===== src/rtl/calc_ctrl.sv =====
// Key-entry sequencer for the calculator datapath.
// Converts one-cycle key strobes into registered enable/clear pulses for the
// operand, operator and result registers, and runs the ALU start/done handshake.
module calc_ctrl #(
  parameter int DIGITS = 4
) (
  input  logic       clock,
  input  logic       reset_n,
  input  logic       key_valid,
  input  logic [3:0] key_code,
  input  logic       alu_done,
  input  logic       alu_error,
  output logic [3:0] key_digit,
  output logic       a_shift,
  output logic       b_shift,
  output logic       a_clr,
  output logic       b_clr,
  output logic       a_from_res,
  output logic [1:0] op_code,
  output logic       op_en,
  output logic       alu_start,
  output logic       res_en,
  output logic [1:0] disp_sel,
  output logic       busy,
  output logic       key_drop
);

  localparam int CNT_W = $clog2(DIGITS + 1);
  localparam logic [CNT_W-1:0] CNT_MAX = CNT_W'(DIGITS);
  localparam logic [CNT_W-1:0] CNT_ONE = CNT_W'(1);

  typedef enum logic [2:0] {
    S_A    = 3'd0,
    S_OP   = 3'd1,
    S_B    = 3'd2,
    S_EXEC = 3'd3,
    S_RES  = 3'd4,
    S_ERR  = 3'd5
  } state_t;

  state_t           state_reg, state_next;
  logic [CNT_W-1:0] digit_cnt_reg, digit_cnt_next;
  logic             pend_clr_reg, pend_clr_next;
  logic [3:0]       key_digit_reg, key_digit_next;
  logic [1:0]       op_code_reg, op_code_next;
  logic [1:0]       disp_sel_reg, disp_sel_next;
  logic             a_shift_next, b_shift_next, a_clr_next, b_clr_next;
  logic             a_from_res_next, op_en_next, alu_start_next, res_en_next;
  logic             busy_next, key_drop_next;
  logic             a_shift_reg, b_shift_reg, a_clr_reg, b_clr_reg;
  logic             a_from_res_reg, op_en_reg, alu_start_reg, res_en_reg;
  logic             busy_reg, key_drop_reg;

  // Key classification; operator codes A..D map to 0..3.
  logic       is_digit, is_op, is_eq, is_clr, digit_ok, pend_eff;
  logic [1:0] key_op;
  assign is_digit = (key_code <= 4'd9);
  assign is_op    = (key_code >= 4'hA) && (key_code <= 4'hD);
  assign is_eq    = (key_code == 4'hE);
  assign is_clr   = (key_code == 4'hF);
  assign key_op   = key_code[1:0] - 2'd2;
  assign digit_ok = (digit_cnt_reg < CNT_MAX);
  // A clear arriving in the same cycle as alu_done still counts as pending.
  assign pend_eff = pend_clr_reg | (key_valid & is_clr);

  // Next-state and next-output decode; every output is registered below.
  always_comb begin
    state_next      = state_reg;
    digit_cnt_next  = digit_cnt_reg;
    pend_clr_next   = pend_clr_reg;
    key_digit_next  = key_digit_reg;
    op_code_next    = op_code_reg;
    disp_sel_next   = disp_sel_reg;
    a_shift_next    = 1'b0;
    b_shift_next    = 1'b0;
    a_clr_next      = 1'b0;
    b_clr_next      = 1'b0;
    a_from_res_next = 1'b0;
    op_en_next      = 1'b0;
    alu_start_next  = 1'b0;
    res_en_next     = 1'b0;
    key_drop_next   = 1'b0;

    if (key_valid && is_clr && state_reg != S_EXEC) begin
      a_clr_next     = 1'b1;
      b_clr_next     = 1'b1;
      digit_cnt_next = '0;
      pend_clr_next  = 1'b0;
      disp_sel_next  = 2'd0;
      state_next     = S_A;
    end else begin
      case (state_reg)
        S_A: if (key_valid) begin
          if (is_digit && digit_ok) begin
            a_shift_next   = 1'b1;
            key_digit_next = key_code;
            digit_cnt_next = digit_cnt_reg + CNT_ONE;
          end else if (is_op) begin
            op_en_next     = 1'b1;
            op_code_next   = key_op;
            b_clr_next     = 1'b1;
            digit_cnt_next = '0;
            state_next     = S_OP;
          end else begin
            key_drop_next  = 1'b1;
          end
        end
        S_OP: if (key_valid) begin
          if (is_digit) begin
            b_shift_next   = 1'b1;
            key_digit_next = key_code;
            digit_cnt_next = CNT_ONE;
            disp_sel_next  = 2'd1;
            state_next     = S_B;
          end else if (is_op) begin
            op_en_next     = 1'b1;
            op_code_next   = key_op;
          end else begin
            key_drop_next  = 1'b1;
          end
        end
        S_B: if (key_valid) begin
          if (is_digit && digit_ok) begin
            b_shift_next   = 1'b1;
            key_digit_next = key_code;
            digit_cnt_next = digit_cnt_reg + CNT_ONE;
          end else if (is_eq) begin
            alu_start_next = 1'b1;
            state_next     = S_EXEC;
          end else begin
            key_drop_next  = 1'b1;
          end
        end
        S_EXEC: begin
          key_drop_next = key_valid & ~is_clr;
          pend_clr_next = pend_eff;
          if (alu_done) begin
            pend_clr_next = 1'b0;
            if (pend_eff) begin
              a_clr_next     = 1'b1;
              b_clr_next     = 1'b1;
              digit_cnt_next = '0;
              disp_sel_next  = 2'd0;
              state_next     = S_A;
            end else if (alu_error) begin
              disp_sel_next  = 2'd3;
              state_next     = S_ERR;
            end else begin
              res_en_next    = 1'b1;
              disp_sel_next  = 2'd2;
              state_next     = S_RES;
            end
          end
        end
        S_RES: if (key_valid) begin
          if (is_digit) begin
            a_clr_next      = 1'b1;
            a_shift_next    = 1'b1;
            key_digit_next  = key_code;
            digit_cnt_next  = CNT_ONE;
            disp_sel_next   = 2'd0;
            state_next      = S_A;
          end else if (is_op) begin
            a_from_res_next = 1'b1;
            op_en_next      = 1'b1;
            op_code_next    = key_op;
            b_clr_next      = 1'b1;
            digit_cnt_next  = '0;
            state_next      = S_OP;
          end else begin
            key_drop_next   = 1'b1;
          end
        end
        S_ERR: key_drop_next = key_valid;
        default: state_next = S_A;
      endcase
    end
    busy_next = (state_next == S_EXEC);
  end

  // State and output registers with synchronous active-low reset.
  always_ff @(posedge clock) begin
    if (!reset_n) begin
      state_reg      <= S_A;
      digit_cnt_reg  <= '0;
      pend_clr_reg   <= 1'b0;
      key_digit_reg  <= 4'd0;
      op_code_reg    <= 2'd0;
      disp_sel_reg   <= 2'd0;
      a_shift_reg    <= 1'b0;
      b_shift_reg    <= 1'b0;
      a_clr_reg      <= 1'b0;
      b_clr_reg      <= 1'b0;
      a_from_res_reg <= 1'b0;
      op_en_reg      <= 1'b0;
      alu_start_reg  <= 1'b0;
      res_en_reg     <= 1'b0;
      busy_reg       <= 1'b0;
      key_drop_reg   <= 1'b0;
    end else begin
      state_reg      <= state_next;
      digit_cnt_reg  <= digit_cnt_next;
      pend_clr_reg   <= pend_clr_next;
      key_digit_reg  <= key_digit_next;
      op_code_reg    <= op_code_next;
      disp_sel_reg   <= disp_sel_next;
      a_shift_reg    <= a_shift_next;
      b_shift_reg    <= b_shift_next;
      a_clr_reg      <= a_clr_next;
      b_clr_reg      <= b_clr_next;
      a_from_res_reg <= a_from_res_next;
      op_en_reg      <= op_en_next;
      alu_start_reg  <= alu_start_next;
      res_en_reg     <= res_en_next;
      busy_reg       <= busy_next;
      key_drop_reg   <= key_drop_next;
    end
  end

  assign key_digit  = key_digit_reg;
  assign a_shift    = a_shift_reg;
  assign b_shift    = b_shift_reg;
  assign a_clr      = a_clr_reg;
  assign b_clr      = b_clr_reg;
  assign a_from_res = a_from_res_reg;
  assign op_code    = op_code_reg;
  assign op_en      = op_en_reg;
  assign alu_start  = alu_start_reg;
  assign res_en     = res_en_reg;
  assign disp_sel   = disp_sel_reg;
  assign busy       = busy_reg;
  assign key_drop   = key_drop_reg;

endmodule


===== config.mk =====
export PLATFORM = sky130hd
export DESIGN_NAME = calc_ctrl
export DESIGN_NICKNAME = d
export VERILOG_FILES = /design/src/rtl/calc_ctrl.sv
export SDC_FILE = /design/constraint.sdc
export NUM_CORES = 1
export LEC_CHECK = 0
export CORE_ASPECT_RATIO = 0.5
export CORE_UTILIZATION = 52
export DETAILED_ROUTE_END_ITERATION = 8
export PLACE_DENSITY = 0.77
export SLEW_MARGIN = 20
export SYNTH_ARGS = -nofsm -noshare
export SYNTH_HDL_FRONTEND = slang
export SYNTH_SLANG_ARGS = --single-unit

===== constraint.sdc =====
create_clock -name clock -period 1.7 [get_ports clock]
set_input_delay 0.17 -clock clock [delete_from_list [all_inputs] [get_ports clock]]
set_output_delay 0.17 -clock clock [all_outputs]
set_load 0.005 [all_outputs]

==> results of run 1 <==
layout by cell type, fill, tap and decap left out, types with 2 or more instances in the layout:
master | netlist | layout
sky130_fd_sc_hd__nor2_1 | 16 | 16
sky130_fd_sc_hd__o21a_1 | 3 | 3
sky130_fd_sc_hd__a21o_1 | 2 | 2
sky130_fd_sc_hd__nor3_1 | 4 | 4
sky130_fd_sc_hd__inv_1 | 4 | 4
sky130_fd_sc_hd__mux2i_1 | 6 | 6
sky130_fd_sc_hd__clkdlybuf4s50_1 | 0 | 25
sky130_fd_sc_hd__o31ai_1 | 2 | 2
sky130_fd_sc_hd__o21ai_1 | 3 | 3
sky130_fd_sc_hd__o22ai_1 | 2 | 2
sky130_fd_sc_hd__clkbuf_8 | 0 | 3
sky130_fd_sc_hd__nand4_1 | 4 | 4
sky130_fd_sc_hd__nand2b_1 | 5 | 5
sky130_fd_sc_hd__dfxtp_1 | 25 | 24
sky130_fd_sc_hd__o21ai_0 | 6 | 6
sky130_fd_sc_hd__nor2b_1 | 3 | 3
sky130_fd_sc_hd__nand2_1 | 18 | 18
sky130_fd_sc_hd__o21ai_2 | 2 | 2
sky130_fd_sc_hd__buf_4 | 2 | 44
sky130_fd_sc_hd__a21oi_1 | 10 | 10
sky130_fd_sc_hd__a31oi_1 | 6 | 6
sky130_fd_sc_hd__nand3_1 | 9 | 9
logic make-up (layout without fill, tap and decap cells):
group / Yosys count / count (layout)
flops: 25 / 25
compound gates: 50 / 50
mux: 7 / 7
fa+ha+maj: 1 / 1
simple gates: 77 / 77
xor+xnor: 1 / 1
buf+inv: 18 / 79
worst max path at each step:
| stage | start | end | slack [ns] | cells past startpoint |
|---|---|---|---|---|
| 6_report | state_reg[0] | digit_cnt_reg[2] | 0.13 | 5 |
| 5_1_grt | state_reg[2] | disp_sel[1] | 0.03 | 6 |
| 4_1_cts | state_reg[1] | digit_cnt_reg[2] | 0.05 | 5 |
| 3_5_place_dp | key_code[1] | digit_cnt_reg[2] | -0.30 | 7 |
| 3_3_place_gp | key_code[1] | digit_cnt_reg[1] | -0.23 | 7 |
| 2_1_floorplan | state_reg[0] | digit_cnt_reg[1] | 0.26 | 7 |
cell type report:
type	instances	area, um^2
multi-input cells	136	916
repair buffers	70	589
fillers	207	567
flip-flops and latches	25	502
well taps	37	46.3
clock buffers	4	45.0
inverters	5	18.8
through the flow:
stage	std cells	hold WS, ns	TNS, ns	total power, W
2_1_floorplan	179	0.249	0	0.000789
3_3_place_gp	273	0.448	-2.18	0.000934
3_5_place_dp	273	0.458	-2.89	0.000941
4_1_cts	277	0.459	0	0.00129
5_1_grt	277	0.482	0	0.00134
6_report	277	0.463	0	0.00129
timing repair:
| item | CTS | global route |
|---|---|---|
| resized for setup | 2 | 1 |
| gates cloned | 0 | 0 |
| endpoints found under the setup margin | 1 | 3 |
routing by layer:
layer  part of all wire [%]  wire (um)
met5                      0          0
met3                    7.1        316
met2                     44       1970
met1                     47       2090
met4                    1.1         49
power by group through the flow:
| stage | sequential, W | combinational [W] | clock (W) |
|---|---|---|---|
| floorplan | 0.000629 | 0.000161 | 0 |
| global placement | 0.000629 | 0.000304 | 0 |
| finish | 0.000618 | 0.000314 | 0.000355 |
| CTS | 0.000617 | 0.000311 | 0.000361 |
| global route | 0.000620 | 0.000340 | 0.000383 |
| detailed placement | 0.000631 | 0.000310 | 0 |
==> impl_summary.md, run 1 <==
Pwr
The total leakage power is just under 0.9 nW. The power share of the combinational group is between 20% and 30%. The portion of total power attributed to the clock network is between 20% and 30%. The switching power is 0.000353 W.

The sequential share of power is between 40% and 50%. VDD sags by at most around 0.39 mV. The power density normalized to cell area is 608 mW/mm^2. The switching power as a share of total power is ~27%. The internal power is 0.000934 W.

Setup path
The buffer and inverter count on the worst path is 1. In this run the critical register-to-register path is launched from state_reg[0]. Of all nets on the critical path, the largest fanout is 12. The worst setup path is launched from a register. The worst setup path category is reg -> reg. STA puts the critical path data required time at 1.86 ns.

The delay of the slowest cell on the worst path is ~0.34 ns. The worst register-to-register path ends at digit_cnt_reg[2]. Measured in cells, the most critical reg-to-reg path has a length of 5. The critical path arrival is roughly 1.7 ns. Setup slack on the worst reg-to-reg path comes out at ~0.13 ns. The type of element capturing the critical path is a register.

The dominant delay contributor by cell family on the critical path is compound AO/OA/AOI/OAI gates. Traced cell by cell, the critical path runs through buf_4, or2b_1, o2111a_4, a21oi_2, o32ai_2. Among all stages on the critical path, the largest delay is contributed by sky130_fd_sc_hd__dfxtp_1.

Global routing
The number of antenna violations at the first check in global routing was 0. The overall track demand over capacity in global routing is between 30% and 40%. The met3 layer usage reported by global route is under 10%. The first global-routing pass estimated slightly below 7 mm of wire. In this run the most used layer during global routing was met2. The number of global-route vias before repair is around 1,400. The total congestion overflow after global routing is 0.

The met2 layer usage reported by global route is between 50% and 60%. For this run, global-route usage on met1 was measured as between 30 and 40%. The pin count of the biggest net entering global routing is 15.

Placement
The count of input and output buffers is 26. The placer congestion estimate is around 0.94. The detailed placement HPWL is 3.49 mm.

The placement-stage cell area is between 0.002 and 0.0025 mm^2. Prior to clock tree synthesis, the placed netlist has a worst setup slack of -0.302 ns.

Floorplan
The placement row count is 13. The die area is ~0.0032 mm^2. The width of the die is a little under 80 um. The number of top-level pins is 27. From bottom edge to top edge, the die measures ~40 um. The placeable core region is approximately 0.0027 mm^2. The initial utilization of the core area, before any placement, comes to roughly 57%.

Clocking
In this run the post-CTS setup repair buffer count came out at 0. CTS built an H-tree with a depth of 1. TritonCTS built the clock tree. The hold-fix buffer count after cts is 0. In this run, CTS created clock tree buffers numbering 3. The tree is rooted in a sky130_fd_sc_hd__clkbuf_8.

The insertion delay to the later sink of the worst-skew pair is between 0.2 and 0.3 ns. CTS saw 25 sinks. The clock-pin slew reported for the worst setup and hold paths after clock tree synthesis is approximately 0.090 ns.

The deepest clock path buffer count is 2.

STA
Subtracting the final worst setup slack from the clock period gives roughly 1.6 ns. The clock skew after layout is roughly 0.0053 ns. The final hold violation count was 0.

Once routing completed, OpenROAD measured the worst setup slack at roughly 0.13 ns. Setup violations remaining at the end of the flow were counted as 0. The worst slew slack as a fraction of its limit is approximately 75%.

For this run, the top clock speed supported by timing is ~0.64 GHz. Of the available clock period, the critical path in the final layout requires between 90 and 100%. The transition time at the pin with the least slew margin is approximately 0.38 ns.

Setup repair after global routing left no endpoint under its margin. The max-slew violation count is 0.

Detailed routing
The number of vias in the routed layout is roughly 1,600. After detailed routing, the total wire length is between 4 and 5 mm. Once detail routing completed, the nets flagged for antenna violations numbered 0. The count of TritonRoute iterations in the first routing pass is 4. The average vias per placed instance is 5.68. In the final routed layout, each cell accounts on average for around 16 um. In the routed design, unresolved DRC markers number 0. After the first detailed-routing iteration, the DRC count stood at 133.

Yosys
The mean area per synthesized cell is ~8.5 um^2. The most frequent cell after synthesis is sky130_fd_sc_hd__dfxtp_1. The share of the synthesized area in the top cell type is between 30 and 40%. In this run, synthesis inferred 0 flip-flops with an integrated enable. The share of the synthesized netlist area taken by xor and xnor gates is less than 1%. By area the synthesized netlist is led by sky130_fd_sc_hd__dfxtp_1 33%, sky130_fd_sc_hd__nand2_1 4.4%, sky130_fd_sc_hd__mux2i_1 3.9%. The post-synth net total is ~190.

In this run the cell area of the synthesized design comes to between 0.0015 and 0.002 mm^2. The post-synthesis cell type count is 58. After technology mapping, the gate count stands at roughly 180. The share of the Yosys chip area taken by registers is roughly a third.

The synthesized design spends more area on one cell type than any other, namely sky130_fd_sc_hd__dfxtp_1. The async set-or-reset flop fraction in the synthesized netlist is 0%. The synthesized netlist devotes 28.1% of its cell area to simple gates. The post-synthesis share of cell area spent on full adders, half adders and majority gates is 0.820%. The most used flip-flop cell after synthesis is sky130_fd_sc_hd__dfxtp_1. Yosys printed 0 warnings.

After synthesis, the most frequently instantiated cells are 25 x sky130_fd_sc_hd__dfxtp_1, 18 x sky130_fd_sc_hd__nand2_1, 16 x sky130_fd_sc_hd__nor2_1. By area, the combinational part of the netlist is dominated by simple AND/OR/NAND/NOR gates. Counting flops and latches in the post-synthesis netlist gives 25.

Summing the areas of all compound-gate instances in the mapped netlist gives between 20 and 30% of the synthesized area. The multiplexer fraction of the synthesized cell area is under 10%.

Layout
The post-route netlist has 29.2% of its cells at a drive strength greater than 1. The summed area of non-filler cells in the final layout is approximately 0.0021 mm^2. Cells fill about four fifths of the core in the end. At the end of the flow, the number of nets in the layout was ~250. The area overhead of the layout relative to synthesis is 38.8%. The register with the most flip-flops in the layout has 4 of them. The number of antenna diodes in the final layout is 0.

Worst hold path
The number of cells on the worst hold path is 2. The start point of the worst min-delay path is alu_error. The type of the tightest min-delay check is in -> reg. The path with the worst hold slack has its endpoint at res_en.

Status
The flow ran to the end, and the final reports show no timing, DRC or antenna violations.

Run
Max-cap violations in this run came to 0.
(Power assumes the default switching activity.)
==> inputs of run 2 (changes only) <==
- CORE_ASPECT_RATIO: 0.5 -> not set
- CORE_MARGIN: not set -> 1
==> run 2 against run 1 <==
Via count rose by 3.7%. Core utilization fell by 2.6 points. Flip-flop and latch count did not move. Clock-buffer cell count fell by 1. Worst setup slack got worse by 0.088 ns. Register-to-register slack got worse by 0.09 ns. Combinational power rose by 1%. Maximum frequency fell by 5.3%. Global-route usage fell by 0.65 points. Die area fell by 0.41%. Cell area fell by 0.65%.
==> impl_summary.md, run 2 (same netlist as run 1, synthesis figures left out) <==
Status
The flow ran to the end, and the final reports show no timing, DRC or antenna violations.

Floorplan
The placement row count is 19 (+6). The height of the chip came to 56.2 um (+39%). The placeable core region is 0.00276 mm^2 (+2.8%). The die area was 0.00315 mm^2 (-0.41%).

The width of the die came to 56.2 um (-29%). The effective utilization at floorplan is 55.3% (-1.5 points). The number of top-level pins is 27 (unchanged).

Layout
The area overhead of the layout relative to synthesis is 37.9%. The diode insertion count for antenna repair is 0 (unchanged). The number of flip-flops under the largest register name was 4 (unchanged). The fraction of layout instances using a drive strength above 1 was 29.3% (+0.12 points). The top cell types in the final layout, fill and taps aside, are 42 x sky130_fd_sc_hd__buf_4, 26 x sky130_fd_sc_hd__clkdlybuf4s50_1, 24 x sky130_fd_sc_hd__dfxtp_1, 18 x sky130_fd_sc_hd__nand2_1, 16 x sky130_fd_sc_hd__nor2_1.

The total area of multi-input combinational cells is 918 um^2 (+0.27%). The total area of sequential cells was 502 um^2 (unchanged). The fill cell instance count of the final layout is 209 (+0.97%). The most common cell after layout, fill and taps aside is sky130_fd_sc_hd__buf_4. The summed area of non-filler cells in the final layout was 0.00210 mm^2 (-0.65%). The number of nets in the final layout came to 250 (-0.40%). The number of standard cells in the layout, taps in and fillers out came to 270 (-2.5%).

Global routing
The number of global-route vias before repair is 1,494 (+6.7%). The first-pass GRT wire length came to 7.22 mm (+5.0%). The total congestion overflow after global routing is 0 (unchanged). The overall track demand over capacity in global routing is 29.6% (-0.65 points).

The pin count of the biggest net entering global routing came to 25 (+10). The number of antenna violations at the first check in global routing is 0 (unchanged).

Setup path
The type of element capturing the critical path is a register. The worst reg2reg path startpoint is state_reg[2]. The top fanout value on the critical path is 4 (-8).

The startpoint class of the critical path is a register. The critical path arrival is 1.90 ns (+0.17 ns). The critical path required time was 1.93 ns (+0.07 ns). The delay of the slowest cell on the worst path is 0.46 ns (+0.12 ns).

The worst setup path category is reg -> reg. The cell with the biggest individual delay on the critical path is sky130_fd_sc_hd__dfxtp_1. In this run the worst setup path begins at state_reg[2]. Traced cell by cell, the critical path runs through mux2_2, o22ai_1, nand3_1, buf_4, mux2i_1, nor2_1. The buffer and inverter count on the worst path was 1 (unchanged).

The kind of cell with the highest combined delay along the critical path is multiplexers.

STA
The max-slew violation count was 0 (unchanged). The hold slack is 0.404 ns (-0.0582 ns). The final hold violation count is 0 (unchanged). The clock skew after layout is 0.00351 ns (-0.00179 ns).

The total of endpoints with negative setup slack in the final report came to 0 (unchanged). The achievable clock frequency is 0.602 GHz (-5.3%). The post-layout minimum cycle time is 1.66 ns (+0.0884 ns). Setup repair after global routing left no endpoint under its margin. The transition time at the pin with the least slew margin is 0.396 ns (+0.0193 ns). The share of the cycle needed by the critical path after routing is 97.8% (+5.2 points).

The worst slew slack as a fraction of its limit came to 73.6% (-1.1 points).

Clocking
The post-CTS repair timing setup buffer count is 0 (unchanged). TritonCTS built the clock tree. The clock-pin slew reported for the worst setup and hold paths after clock tree synthesis is 0.16 ns (+0.07 ns). The level count of the clock H-tree was 1 (unchanged). The deepest clock path buffer count is 2 (unchanged). The tree is rooted in a sky130_fd_sc_hd__clkbuf_4. The number of sinks handled by clock tree synthesis was 25 (unchanged). The insertion delay to the later sink of the worst-skew pair was 0.34 ns (+0.07 ns).

The number of clock buffers inserted by TritonCTS is 3 (unchanged).

Detailed routing
The DRC violation count after routing is 0 (unchanged). The detailed-route wire length per cell is 16.8 um (+5.1%). The first-iteration detailed-routing DRC count is 88 (-34%). The average vias per placed instance is 6.04 (+6.4%). The remaining antenna violation count after routing came to 0 (unchanged). The number of vias in the routed layout came to 1,631 (+3.7%).

The count of TritonRoute iterations in the first routing pass came to 4 (unchanged). The total wire length after detailed routing is 4.54 mm (+2.4%).

Placement
The placer congestion estimate is 0.866 (-8.1%). The count of input and output buffers is 26 (unchanged). The placement-stage cell area was 0.00207 mm^2 (-0.12%). The placed instance count was 266 (-2.6%). The detailed placement HPWL was 3.32 mm (-4.8%).

Pwr
The worst voltage drop across the vdd grid was 0.583 mV (+49%). The total leakage power is 0.867 nW (-1.1%). The power density normalized to cell area is 589 mW/mm^2 (-3.1%).

Run
The max-cap violation count was 0 (unchanged).

Worst hold path
The start point of the worst min-delay path is alu_error. The type of the tightest min-delay check is in -> reg.
run 2: final cells by class:
type	count	share of cell area, %
tap	31	1.84
sequential	25	23.9
multi-input combinational	136	43.7
clock buffer	3	1.07
timing repair buffer	69	28.3
clock inverter	1	0.357
inverter	5	0.892
run 2: power breakdown:
group,leakage (nW),internal (W),total [W],switching (W)
clock,0.0139,0.0000903,0.000302,0.000211
combinational,0.649,0.000162,0.000318,0.000156
sequential,0.203,0.000606,0.000619,0.0000127
total,0.867,0.000859,0.00124,0.000380
run 2: path summary, 6_finish.rpt:
check / to / cells after the start / slack [ns]
hold reg to reg: disp_sel[0] / 2 / 0.48
setup reg to reg: key_digit[0] / 6 / 0.04
setup / recovery: key_digit[0] / 6 / 0.04
hold / removal: res_en / 2 / 0.40
run 2: worst register-to-register path: stages (launching register included):
cell                      delay, ns
sky130_fd_sc_hd__dfxtp_1       0.46
sky130_fd_sc_hd__mux2_2        0.38
sky130_fd_sc_hd__o22ai_1       0.21
sky130_fd_sc_hd__nand3_1       0.12
sky130_fd_sc_hd__buf_4         0.17
sky130_fd_sc_hd__mux2i_1       0.16
sky130_fd_sc_hd__nor2_1        0.06
run 2: repair_timing:
item,in CTS,in global routing
hold buffers,0,0
gates resized for setup,1,1
cloned,0,0
setup endpoints to repair,3,1
run 2: through the flow:
stage / worst slack, ns / setup TNS [ns] / total power (W) / util (%)
floorplan: 0.263 / 0 / 0.000789 / -
global placement: -0.124 / -0.860 / 0.000929 / 75.0
detailed placement: -0.185 / -1.53 / 0.000940 / 75.0
CTS: 0.0805 / 0 / 0.00123 / 76.1
global route: 0.0143 / 0 / 0.00127 / 76.3
finish: 0.0380 / 0 / 0.00124 / 76.3
run 2: routing by layer:
layer,GRT usage (%),part of all wire (%),wire (um),vias up
li1,-,-,-,770
met1,40.7,42,1910,765
met2,46.6,48,2160,82
met3,3.49,7.9,357,14
met4,13.2,2.4,108,0
met5,0,0,0,-
